$ cat src/rtl/miner_pkg.sv
// Shared definitions for the mining job dispatcher: FSM encoding, job field
// geometry and a saturating counter helper.
package miner_pkg;

    localparam int WORK_BITS   = 640;
    localparam int TARGET_BITS = 64;
    localparam int TS_LSB      = 320;
    localparam int TS_MSB      = 383;

    typedef enum logic [2:0] {
        ST_IDLE  = 3'd0,
        ST_LOAD  = 3'd1,
        ST_START = 3'd2,
        ST_RUN   = 3'd3
`ifdef NONCE_ROLL_EN
        ,
        ST_ROLL  = 3'd4
`endif
    } state_e;

    function automatic logic [7:0] sat_add8(input logic [7:0] a, input logic [4:0] b);
        logic [8:0] sum;
        sum = {1'b0, a} + {4'b0000, b};
        return sum[8] ? 8'hFF : sum[7:0];
    endfunction

endpackage

$ cat src/rtl/rr_arbiter.sv
// Round-robin arbiter: one-hot grant among N requests when enabled; priority
// restarts just after the most recent grant.
module rr_arbiter #(
    parameter int N     = 4,
    parameter int PTR_W = (N > 1) ? $clog2(N) : 1
) (
    input  logic             clock,
    input  logic             reset,
    input  logic [N-1:0]     req,
    input  logic             en,
    output logic [N-1:0]     grant,
    output logic [PTR_W-1:0] ptr
);

    logic [PTR_W-1:0] ptr_q, ptr_d;
    logic [PTR_W-1:0] idx;
    logic             hit;

    always_comb begin
        grant = '0;
        ptr_d = ptr_q;
        hit   = 1'b0;
        idx   = '0;
        for (int k = 0; k < N; k++) begin
            idx = PTR_W'((int'(ptr_q) + k) % N);
            if (en && !hit && req[idx]) begin
                grant[idx] = 1'b1;
                hit        = 1'b1;
                ptr_d      = PTR_W'((int'(idx) + 1) % N);
            end
        end
    end

    always_ff @(posedge clock or posedge reset) begin
        if (reset) begin
            ptr_q <= '0;
        end else begin
            ptr_q <= ptr_d;
        end
    end

    assign ptr = ptr_q;

endmodule

$ cat src/rtl/nonce_dispatcher.sv
// Job sequencer and result funnel between the UART parser and NUM_CORES hash
// cores. Define NONCE_ROLL_EN to bump the header timestamp and restart on exhaustion.
module nonce_dispatcher
    import miner_pkg::*;
#(
    parameter int NUM_CORES = 4,
    parameter int RES_GAP   = 32768,
    localparam int PTR_W    = (NUM_CORES > 1) ? $clog2(NUM_CORES) : 1
) (
    input  logic                    clock,
    input  logic                    reset,
    input  logic                    valid,
    input  logic [WORK_BITS-1:0]    work,
    input  logic [TARGET_BITS-1:0]  target,
    output logic                    found,
    output logic [31:0]             nonce,
    output logic                    busy,
    output logic [WORK_BITS-1:0]    core_work,
    output logic [TARGET_BITS-1:0]  core_target,
    output logic [32*NUM_CORES-1:0] core_base,
    output logic [NUM_CORES-1:0]    core_start,
    output logic [NUM_CORES-1:0]    core_abort,
    input  logic [NUM_CORES-1:0]    core_done,
    input  logic [NUM_CORES-1:0]    core_found,
    input  logic [32*NUM_CORES-1:0] core_nonce,
    output logic [7:0]              drop_count,
    output logic [2:0]              dbg_state,
    output logic [PTR_W-1:0]        dbg_arb_ptr
);

    localparam int               GAP_W    = (RES_GAP > 1) ? $clog2(RES_GAP) : 1;
    // A grant at cycle g permits the next one at g + RES_GAP.
    localparam logic [GAP_W-1:0] GAP_LOAD = GAP_W'(RES_GAP - 1);
    localparam logic [63:0]      SPAN     = 64'h1_0000_0000 / 64'(NUM_CORES);

    state_e                   state_q, state_d;
    logic [WORK_BITS-1:0]     work_q, work_d;
    logic [TARGET_BITS-1:0]   target_q, target_d;
    logic [NUM_CORES-1:0]     done_q, done_d;
    logic [NUM_CORES-1:0]     full_q, full_d;
    logic [32*NUM_CORES-1:0]  hold_q, hold_d;
    logic [GAP_W-1:0]         gap_q, gap_d;
    logic [31:0]              nonce_q, nonce_d;
    logic [7:0]               drop_q, drop_d;
    logic [NUM_CORES-1:0]     grant;
    logic [31:0]              grant_nonce;
    logic [4:0]               drop_n;
    logic                     all_done;
    logic                     arb_en;
    logic                     any_grant;

    always_comb begin
        state_d     = state_q;
        work_d      = work_q;
        target_d    = target_q;
        done_d      = '0;
        core_abort  = '0;
        core_start  = '0;
        core_base   = '0;
        busy        = (state_q != ST_IDLE);
        all_done    = &(done_q | core_done);
        unique case (state_q)
            ST_IDLE: ;
            ST_LOAD: begin
                core_abort = '1;
                state_d    = ST_START;
            end
            ST_START: begin
                core_start = '1;
                for (int i = 0; i < NUM_CORES; i++) begin
                    core_base[32*i +: 32] = 32'(64'(i) * SPAN);
                end
                state_d = ST_RUN;
            end
            ST_RUN: begin
                done_d = done_q | core_done;
                if (all_done) begin
`ifdef NONCE_ROLL_EN
                    state_d = ST_ROLL;
`else
                    state_d = ST_IDLE;
`endif
                end
            end
`ifdef NONCE_ROLL_EN
            ST_ROLL: begin
                work_d[TS_MSB:TS_LSB] = work_q[TS_MSB:TS_LSB] + 64'd1;
                state_d               = ST_START;
            end
`endif
            default: state_d = ST_IDLE;
        endcase
        // A new job overrides anything in flight, including a pending restart.
        if (valid) begin
            state_d  = ST_LOAD;
            work_d   = work;
            target_d = target;
        end
    end

    assign arb_en = (gap_q == '0) && (state_q != ST_LOAD);

    rr_arbiter #(.N(NUM_CORES), .PTR_W(PTR_W)) u_arb (
        .clock (clock),
        .reset (reset),
        .req   (full_q),
        .en    (arb_en),
        .grant (grant),
        .ptr   (dbg_arb_ptr)
    );

    always_comb begin
        any_grant   = |grant;
        grant_nonce = '0;
        full_d      = full_q;
        hold_d      = hold_q;
        drop_n      = '0;
        for (int i = 0; i < NUM_CORES; i++) begin
            if (grant[i]) begin
                grant_nonce = grant_nonce | hold_q[32*i +: 32];
            end
            if (state_q == ST_LOAD) begin
                full_d[i] = 1'b0;
            end else if (core_found[i]) begin
                // A hold being granted this cycle frees its slot for the new result.
                if (full_q[i] && !grant[i]) begin
                    drop_n = drop_n + 5'd1;
                end else begin
                    full_d[i]            = 1'b1;
                    hold_d[32*i +: 32]   = core_nonce[32*i +: 32];
                end
            end else if (grant[i]) begin
                full_d[i] = 1'b0;
            end
        end
        drop_d  = sat_add8(drop_q, drop_n);
        nonce_d = any_grant ? grant_nonce : nonce_q;
        if (any_grant) begin
            gap_d = GAP_LOAD;
        end else if (gap_q != '0) begin
            gap_d = gap_q - GAP_W'(1);
        end else begin
            gap_d = gap_q;
        end
    end

    always_ff @(posedge clock or posedge reset) begin
        if (reset) begin
            state_q  <= ST_IDLE;
            work_q   <= '0;
            target_q <= '0;
            done_q   <= '0;
            full_q   <= '0;
            hold_q   <= '0;
            gap_q    <= '0;
            nonce_q  <= '0;
            drop_q   <= '0;
        end else begin
            state_q  <= state_d;
            work_q   <= work_d;
            target_q <= target_d;
            done_q   <= done_d;
            full_q   <= full_d;
            hold_q   <= hold_d;
            gap_q    <= gap_d;
            nonce_q  <= nonce_d;
            drop_q   <= drop_d;
        end
    end

    assign found       = any_grant;
    assign nonce       = nonce_d;
    assign core_work   = work_q;
    assign core_target = target_q;
    assign drop_count  = drop_q;
    assign dbg_state   = state_q;

endmodule

$ cat config.mk
export PLATFORM = sky130hd
export DESIGN_NAME = nonce_dispatcher
export DESIGN_NICKNAME = d
export VERILOG_FILES = /design/src/rtl/miner_pkg.sv /design/src/rtl/rr_arbiter.sv /design/src/rtl/nonce_dispatcher.sv
export SDC_FILE = /design/constraint.sdc
export NUM_CORES = 1
export LEC_CHECK = 0
export BUFFER_PORTS_ARGS = -buffer_cell sky130_fd_sc_hd__buf_2
export CAP_MARGIN = 20
export CORE_AREA = 5 5 675 677
export DETAILED_ROUTE_END_ITERATION = 10
export DIE_AREA = 0 0 680 682
export GPL_TIMING_DRIVEN = 0
export HOLD_SLACK_MARGIN = 0.05
export PLACE_DENSITY = 0.3
export SYNTH_ARGS = -nofsm -noshare
export SYNTH_HDL_FRONTEND = slang
export SYNTH_HIERARCHICAL = 1
export SYNTH_SLANG_ARGS = --single-unit
$ cat constraint.sdc
create_clock -name clock -period 56.8 [get_ports clock]
set_clock_uncertainty 0.05 [all_clocks]
set_input_delay 11.36 -clock clock [delete_from_list [all_inputs] [get_ports clock]]
set_output_delay 11.36 -clock clock [all_outputs]
set_load 0.03 [all_outputs]
# After elaboration in Yosys (flattened, before gate mapping)
# Index checks and enable logic that the tools add are counted.
# word_totals
out_inout_bits,887
in_bits,843
reg_bits,900
# classes
bitwise_logic,12
mux,70
magnitude_cmp,8
n_addsub,11
reduce_logical,44
n_eq_ne,10
# op_table
operator,n
$mux 32,5
$mux 128,1
$or 32x32->32,3
$mux 5,9
$mux 1,30
$mux 15,2
$mux 4,7
$logic_and 1x1->1,16
$or 4x4->4,4
$add 5x1->5 const B,3
$logic_not 15->1,1
$ne 3x3->1 const B,5
$reduce_bool 15->1,1
$reduce_bool 3->1,5
$sub 15x1->15 const B,1
$lt 2x3->1 const B,4
$pmux 3 s4,1
$reduce_and 3->1,4
$reduce_and 2->1,5
$add 8x5->9,1
$add 2x1->2 const B,4
$bmux 1 s2,4
$demux 1 s2,4
$ge 2x1->1 const B,4
15 further kinds,31

# Depth between registers and ports, before layout
# Gate-level depths: netlist of the first run.
# logic_depth
ltp_word,35
mapped_depth,30
mapped_depth_nobuf,27

# Cells and area by module
# The synthesis of the first run kept the hierarchy.
# modules_own_cells
mod,instances,area_per_inst_um2,cells_per_inst
nonce_dispatcher,1,35265.1,2286
rr_arbiter,1,534.3,57

# Least setup slack after synthesis of the first run
# OpenSTA, ideal clock, no wires.
# synth_path
kind,register to output
start,reg state_q[1] (netlist: dbg_state[1])
end,out nonce[22]
arrival_ps,4516
path_slack_ps,40874
path_buffers,5
t_required_ps,45390
stages_incl_launch_ff,17
path_cell_list,dfrtp_1 > inv_1 > ha_1 > clkbuf_1 > clkbuf_1 > nor2_1 > buf_6 > and2b_1 > a22o_2 > and3_2 > a222oi_1 > inv_1 > clkbuf_1 > nor4_1 > inv_2 > clkbuf_1 > a31oi_1
# synth_between
word_cells_on_any_way,31
classes_between,eq/ne: 1; mux: 12; bitwise: 6; reduce/logical: 12
# synth_lines
element,line,text
"start, declared",nonce_dispatcher.sv:36,"state_e state_q, state_d;"
"start signal, assigned",nonce_dispatcher.sv:159,state_q <= state_d;
$ne 3x1->1 (*),nonce_dispatcher.sv:101,assign arb_en = (gap_q == '0) && (state_q != ST_LOAD);
$logic_and 1x1->1 (*),nonce_dispatcher.sv:101,
net arb_en,nonce_dispatcher.sv:49,logic arb_en;
$logic_and 1x1->1,rr_arbiter.sv:26,if (en && !hit && req[idx]) begin
$mux 1,rr_arbiter.sv:26,
$logic_not 1->1,rr_arbiter.sv:26,
$logic_and 1x1->1 (2 in a row),rr_arbiter.sv:26,
$mux 1,rr_arbiter.sv:26,
[3 not listed],n/a,
$mux 1,rr_arbiter.sv:26,
$logic_not 1->1,rr_arbiter.sv:26,
$logic_and 1x1->1 (2 in a row),rr_arbiter.sv:26,
$mux 4 (*),rr_arbiter.sv:26,
net grant[1],nonce_dispatcher.sv:45,logic [NUM_CORES-1:0] grant;
$reduce_or 4->1 (*),nonce_dispatcher.sv:113,any_grant = |grant;
net found,nonce_dispatcher.sv:15,"output logic found,"
$mux 32 (*),nonce_dispatcher.sv:137,nonce_d = any_grant ? grant_nonce : nonce_q;
"end, declared",nonce_dispatcher.sv:16,"output logic [31:0] nonce,"
# Mark *: on every way through the listed nets, which the timed path passes. The rest lies on a longest branch.

# Worst setup path after layout of the first run
# layout_path
start,reg state_q[1] (netlist: dbg_state[1])
end,out nonce[9]
# layout_between
elab_chain_len,24
word_cells_on_any_way,31
classes_between,eq/ne: 1; mux: 12; bitwise: 6; reduce/logical: 12
# layout_rtl
element,line,text
$ne 3x1->1 (*),nonce_dispatcher.sv:101,
$logic_and 1x1->1 (*),nonce_dispatcher.sv:101,
net arb_en,nonce_dispatcher.sv:49,
$logic_and 1x1->1,rr_arbiter.sv:26,
$mux 1,rr_arbiter.sv:26,
$logic_not 1->1,rr_arbiter.sv:26,
$logic_and 1x1->1 (2 in a row),rr_arbiter.sv:26,
$mux 1,rr_arbiter.sv:26,
[8 not listed],n/a,
net grant[0],nonce_dispatcher.sv:45,
$mux 32,nonce_dispatcher.sv:119,if (grant[i]) begin
$or 32x32->32,nonce_dispatcher.sv:120,grant_nonce = grant_nonce | hold_q[32*i +: 32];
$mux 32,nonce_dispatcher.sv:119,
$or 32x32->32,nonce_dispatcher.sv:120,
$mux 32,nonce_dispatcher.sv:119,
$or 32x32->32,nonce_dispatcher.sv:120,
$mux 32,nonce_dispatcher.sv:119,
$mux 32 (*),nonce_dispatcher.sv:137,
# Marked as above.

==> results of run 1 <==
## cell type report
type,count,area share (%)
clock buffers,196,7.032
diodes,190,0.8263
inverters,18,0.1305
multi-input cells,1293,21.16
flip-flops and latches,899,39.10
repair buffers,1630,14.93
clock inverters,50,1.194
plain buffers,257,2.692
well taps,5952,12.94
## registers in the layout, summed over array words and instances, names as in the netlist
| name | count |
|---|---|
| full_q | 4 |
| u_arb/ptr | 2 |
| gap_q | 15 |
| hold_q | 128 |
| drop_count | 8 |
| dbg_state | 2 |
| core_work | 640 |
| done_q | 4 |
| core_target | 64 |
| nonce_q | 32 |
## synth_stat cells (3+ instances only)
cell / number / area, um^2
dfrtp_1: 899 / 22500
mux2_2: 836 / 9414
buf_4: 135 / 1013
clkbuf_1: 78 / 292.8
a22oi_1: 64 / 480.5
nor2_1: 58 / 217.7
a31oi_1: 36 / 225.2
buf_2: 34 / 170.2
nand2_1: 19 / 71.32
inv_1: 17 / 63.81
ha_1: 16 / 200.2
o21ai_0: 16 / 80.08
a21oi_1: 12 / 60.06
and3_1: 7 / 43.79
buf_1: 7 / 26.28
nand3_1: 7 / 35.03
nor2b_1: 7 / 43.79
mux2i_1: 5 / 50.05
nor3_1: 5 / 25.02
o21a_1: 5 / 37.54
mux4_2: 4 / 90.09
nand2b_1: 4 / 25.02
or4_1: 4 / 30.03
xnor2_1: 4 / 35.03
a211o_1: 3 / 26.28
a21o_1: 3 / 22.52
a222oi_1: 3 / 30.03
and3b_1: 3 / 26.28
buf_6: 3 / 33.78
nor3b_2: 3 / 37.54
nor4_1: 3 / 18.77
## per-layer routing
metal  part of all wire [%]  wire [um]
met1                     36     115200
met2                     51     165000
met3                    8.4      27060
met4                    4.2      13600
met5                   0.20        658
## power groups by stage
stage          registers, mW  clock network (mW)  logic, mW
2_1_floorplan          0.919                   0      0.209
3_3_place_gp           0.840                   0      0.546
3_5_place_dp           0.838                   0      0.552
4_1_cts                0.828               0.962      0.553
5_1_grt                0.841               0.978      0.572
6_report               0.828               0.917      0.537
## placed cells by master, fill, tap and decap left out, types with 5 or more instances in the layout
cell / count
inv_1: 16
clkbuf_2: 9
inv_6: 8
dfrtp_1: 899
mux2_2: 836
a31oi_1: 36
conb_1: 125
clkbuf_16: 142
nand3_1: 7
and3_1: 7
clkinvlp_4: 7
clkinv_2: 15
mux2i_1: 5
clkbuf_1: 94
buf_4: 135
nor2_1: 58
buf_2: 1638
clkbuf_8: 29
buf_8: 14
nor2b_1: 7
o21a_1: 5
bufinv_16: 12
a22oi_1: 62
ha_1: 16
nand2_1: 19
diode_2: 190
buf_1: 6
buf_16: 13
a21oi_1: 12
nor3_1: 5
o21ai_0: 16
## worst paths after layout
kind	start	to	slack, ns	cells past startpoint
min in group asynchronous	reset	u_arb/ptr[1]	10.46	2
worst max register to register	dbg_state[1]	drop_count[6]	49.70	29
worst min register to register	done_q[1]	done_q[1]	0.44	1
worst max-delay path	dbg_state[1]	nonce[9]	39.24	17
worst min-delay path	done_q[1]	done_q[1]	0.44	1
max in group asynchronous	reset	core_work[456]	43.92	5
## worst register-to-register path: cells and delay by family, from the launching register on
family / cells / cell delay, ns
adders and majority gates: 5 / 1.67
AOI/OAI and AO/OA: 6 / 1.19
buffers and inverters: 6 / 1.49
muxes: 2 / 0.53
and+or+nand+nor: 10 / 1.67
DFF: 1 / 0.42
## cell families (layout without fill, tap and decap cells)
group | Yosys count | in the layout | synth area share, %
other | 1 | 315 | 0.01048
and+or+nand+nor | 142 | 142 | 2.115
adders and majority gates | 17 | 17 | 0.6151
buffers and inverters | 275 | 2151 | 4.481
xor gates and xnor gates | 6 | 6 | 0.1468
muxes | 845 | 845 | 26.69
DFF | 899 | 899 | 62.84
AOI/OAI and AO/OA | 158 | 158 | 3.104
## stage by stage
stage                     util [%]  instance area, um^2
after floorplan                  -                36260
after global placement       11.54                51730
after detailed placement     11.67                52320
after CTS                    12.73                57050
after global routing         12.80                57360
final                        12.84                57540
==> metrics.txt, run 1 <==
outcome finished clean; net switching fraction of the power 34.58%; die area 463800 um^2; Leakage 25.08 nW; Final nets 5099; Synthesis Warnings 6; worst hold margin 0.4373 ns; gr ovfl total 0; Syn Inst Count 2343; maximum number of pins on one net before global-route repair 109; placer congestion estimate 0.9607; FF+latch count, synth 899; Setup WS pre-CTS 39.75 ns; met3 Use GR 4.344%; Min-Delay Path Class reg2reg; Most common cell on crit path clkbuf_1; Setup Buffers After CTS 0; CP Class reg2out; Total Power 2.282 mW; core area 448200 um^2; CTS buffer count 140; met1 global-route usage 14.47%; NetSw 0.7892 mW; Die X 680 um; cell family with most CP delay buffers and inverters; Reg area 22500 um^2; crit path max fanout 10; ys async rst share 100.0%; DP Wirelength 284500 um; Setup Viol. Count Final 0; Critical Path Sink Type primary output; IO Pins 1730; initial antenna violation count 333; Post-Place Cells 10048; Fillers 50963; highest-delay cell along the critical path a22oi_1; Rows 246; post-synthesis cell type count 66; Comb power frac 23.5%; prevailing post-synth register cell dfrtp_1; PnR worst setup slack 39.24 ns; Setup crit start kind flop; die height 682 um; met2 usage 24.10%; IO buf count 1603; Worst-path clk slew 0.05 ns; global routing's busiest layer met2; # clock sinks 899; mapped cell area 35800 um^2; Flop pwr share 36.3%; Slew HR 31.11%; clock power share 40.2%; Max Cap Viol 0; PD cells 39.66 nW/um^2; RSZ-0062 raised after global routing no; Hold Fails Final Rpt 0; GRT Util Overall 13.29%; initial core utilization 7.988%; Post-Route WL 321500 um; via count 29411; router iterations before antenna repair 5; Post-Layout Cell Count 10485; Tcrit/Tclk final 30.92%; Max VDD drop 0.01823 mV; # resized after CTS 0; Slew Limit Fails 0; initial DRC count 1456; Root Driver clkbuf_16; WL/cell 30.66 um; CP bufs+invs 9; H-tree depth 4; area grow syn2layout 60.73%; Worst EP required 45.39 ns; CP Cell Sequence inv_1 > ha_1 > clkbuf_1 > clkbuf_1 > nor2_1 > buf_6 > and2_2 > a22o_2 > and3_2 > a222oi_1 > inv_1 > clkbuf_1 > clkbuf_1 > buf_8 > a22oi_1 > a31oi_1 > buf_2; CTS Hold Bufs 0; layout cells sized above 1 66.57%; Post-synth EDFFs 0; CTS tree done; vias per cell 2.805; Setup TNS Final 0 ns; mean post-synth cell area 15.28 um^2; DRC viols 0; area of the multi-input gates 12170 um^2; Crit path largest cell delay 0.73 ns; Highest Clock Rate 0.05695 GHz; number of routed nets with antenna violations 0; Least-Margin Pin Slew 1.033 ns; CTS max path bufs 4; Worst-Skew Late Latency 0.83 ns; Pint 1.493 mW; sequential element share of the synthesized area 62.84%; first-pass GRT wire length 391000 um; vias in the first global route 30127; Arrival @ worst endpoint 6.15 ns; Final min period 17.56 ns
Power figures use the tool's default switching activity.
==> run 2, diff against run 1 <==
--- a/config.mk
+++ b/config.mk
@@ -5,11 +5,12 @@
 export SDC_FILE = /design/constraint.sdc
 export NUM_CORES = 1
 export LEC_CHECK = 0
+export ABC_AREA = 1
 export BUFFER_PORTS_ARGS = -buffer_cell sky130_fd_sc_hd__buf_2
 export CAP_MARGIN = 20
-export CORE_AREA = 5 5 675 677
+export CORE_AREA = 5 5 665 667
 export DETAILED_ROUTE_END_ITERATION = 10
-export DIE_AREA = 0 0 680 682
+export DIE_AREA = 0 0 670 672
 export GPL_TIMING_DRIVEN = 0
 export HOLD_SLACK_MARGIN = 0.05
 export PLACE_DENSITY = 0.3
==> constraint.sdc (replaced) <==
create_clock -name clock -period 14.33 [get_ports clock]
set_clock_uncertainty 0.05 [all_clocks]
set_input_delay 2.866 -clock clock [delete_from_list [all_inputs] [get_ports clock]]
set_output_delay 2.866 -clock clock [all_outputs]
set_load 0.03 [all_outputs]
==> metrics.txt, run 2 <==
outcome finished clean; Worst-path clk slew 0.06 ns (about the same); Root Driver clkbuf_16; initial antenna violation count 275 (-17%); area grow syn2layout 56.90%; Worst-Skew Late Latency 0.82 ns (about the same); worst hold margin 0.4170 ns (-0.02035 ns); PD cells 153.6 nW/um^2 (+290%); most frequent cells in the layout nand2_1 (2347), buf_2 (1719), dfrtp_1 (899), buf_4 (141), clkbuf_16 (136); IO buf count 1603 (unchanged); router iterations before antenna repair 5 (unchanged); die height 672 um (-1.5%); Total Power 8.905 mW (+290%); Worst EP required 11.41 ns (-33.98 ns); Syn Inst Count 3993 (+70%); layout cells sized above 1 38.28% (-28 points); post-synthesis compound-gate area fraction 1.409% (-1.7 points); via count 36912 (+26%); gr ovfl total 0 (unchanged); GRT Util Overall 14.65% (+1.4 points); max FFs per register 640 (unchanged); XOR/XNOR Fraction of Synth Area 0.04741% (-0.099 points); Setup Viol. Count Final 0 (unchanged); Most common cell on crit path nand2_1; Setup crit start kind flop; first-pass GRT wire length 430400 um (+10%); Slew HR 21.88% (-9.2 points); die area 450200 um^2 (-2.9%); ys async rst share 100.0% (unchanged); Hold Fails Final Rpt 0 (unchanged); Leakage 30.57 nW (+22%); worst hold start core_work[473]; maximum number of pins on one net before global-route repair 38 (-65%); Rows 243 (-1.2%); Finished Cell Area 57980 um^2 (+0.75%); commonest cells in the netlist nand2_1 (2347), dfrtp_1 (899), buf_4 (140); Synth area leaders dfrtp_1 (61%), nand2_1 (24%), mux2_4 (4.4%), buf_4 (2.8%), buf_2 (1.6%); Min-Delay Path Class reg2reg; CP Cell Sequence inv_1 > ha_2 > buf_2 > nor2_1 > nand2_4 > nor2_8 > nand2_4 > clkinv_4 > a21oi_1 > o21ai_1 > buf_4 > clkbuf_1 > nand2_1 > nand2_1 > a221oi_1 > nand2_1 > buf_2; sequential element share of the synthesized area 60.88% (-2.0 points); DRC viols 0 (unchanged); cell family with most CP delay buffers and inverters; number of routed nets with antenna violations 0 (unchanged); Max Cap Viol 0 (unchanged); Synth area leader dfrtp_1; CP Class reg2out; mean post-synth cell area 9.254 um^2 (-39%); Critical Path Sink Type primary output; Post-Place Cells 11508 (+15%); CTS buffer count 134 (-4.3%); crit path max fanout 10 (unchanged); post-synthesis cell type count 45 (-32%); FF+latch count, synth 899 (unchanged); Crit path largest cell delay 0.91 ns (+0.18 ns); Arrival @ worst endpoint 5.40 ns (-0.75 ns); placer congestion estimate 0.9795 (+2.0%); # clock sinks 899 (unchanged); Synth top area share 60.88% (-2.0 points); Tcrit/Tclk final 58.03%; initial DRC count 2689 (+85%); Die X 670 um (-1.5%); highest-delay cell along the critical path a221oi_1; Final nets 6748 (+32%); Setup Buffers After CTS 0 (unchanged); Setup TNS Final 0 ns (unchanged); CTS max path bufs 4 (unchanged); Max VDD drop 0.06979 mV (+280%); Post-Route WL 343500 um (+6.8%); worst setup path start dbg_state[1]; Area after DPL 53270 um^2 (+1.8%); Least-Margin Pin Slew 1.172 ns (+0.1385 ns); reg-to-reg startpoint dbg_state[1]; CP bufs+invs 6 (-3); CTS tree done; initial core utilization 8.475% (+0.49 points); mux contribution to synthesized area 5.008% (-22 points); Post-Layout Cell Count 11852 (+13%); mapped cell area 36950 um^2 (+3.2%); Highest Clock Rate 0.1203 GHz; Synth Area in Simple Gates 25.89% (+24 points); Slew Limit Fails 0 (unchanged); Final min period 8.316 ns; vias in the first global route 37268 (+24%); largest family of logic cells by synthesized area simple AND/OR/NAND/NOR gates; CTS Hold Bufs 0 (unchanged); core area 436000 um^2 (-2.7%); prevailing post-synth register cell dfrtp_1; count leader, synth nand2_1; commonest non-fill, non-tap cell in the layout nand2_1; Post-synth EDFFs 0 (unchanged); DP Wirelength 303300 um (+6.6%); # resized after CTS 0 (unchanged); vias per cell 3.114 (+11%); H-tree depth 4 (unchanged); RSZ-0062 raised after global routing no; Synthesis Warnings 6 (unchanged); IO Pins 1730 (unchanged); WL/cell 28.98 um (-5.5%); Post-Synth Adder-Cell Area 0.5960% (-0.019 points)
[run 2: logic make-up after synthesis]
group | Yosys count
and+or+nand+nor | 2476
DFF | 899
buffers and inverters | 397
muxes | 128
AOI/OAI and AO/OA | 73
adders and majority gates | 17
xor gates and xnor gates | 2
other | 1
[run 2: worst paths after layout]
check                                 endpoint  slack, ns  cells past startpoint
worst min-delay path            core_work[473]       0.42                      2
max in group asynchronous        core_work[92]       9.91                      9
worst max register to register   drop_count[7]       8.56                     30
worst max-delay path                 nonce[27]       6.01                     17
min in group asynchronous         u_arb/ptr[0]       1.99                      2
worst min register to register  core_work[473]       0.42                      2
[run 2: worst register-to-register path: cells and delay by family, from the launching register on]
kind / cells / cell delay, ns
AOI/OAI and AO/OA: 2 / 0.22
DFF: 1 / 0.43
buffers and inverters: 5 / 0.91
and+or+nand+nor: 18 / 2.28
adders and majority gates: 5 / 1.83
[run 2: per-stage QoR]
stage / utilization (%) / setup WS, ns
finish: 13.30 / 6.014
floorplan: - / -0.9235
detailed placement: 12.22 / 6.375
CTS: 13.23 / 5.402
global route: 13.27 / 5.475
global placement: 12.07 / -8.708
[run 2: layer usage]
layer,wire length [um],GRT usage [%],up-vias
met3,32770,5.765,607
met1,134700,17.09,18323
li1,-,-,15984
met4,11730,4.363,150
met2,163400,24.68,1848
met5,931,0,-
[run 2: cell type report]
class	instances	area, um^2
well taps	5757	7203
plain buffers	326	2003
clock inverters	43	536.8
clock buffers	187	3875
diodes	113	282.8
repair buffers	1635	8653
inverters	71	277.8
multi-input cells	2821	12650
fillers	50218	378000
flip-flops and latches	899	22500
[run 2: power breakdown]
group,switching [mW],internal [mW],total (mW)
Combinational,1.49,0.744,2.23
Clock,1.42,2.04,3.46
Sequential,0.274,2.94,3.21
Total,3.18,5.73,8.90
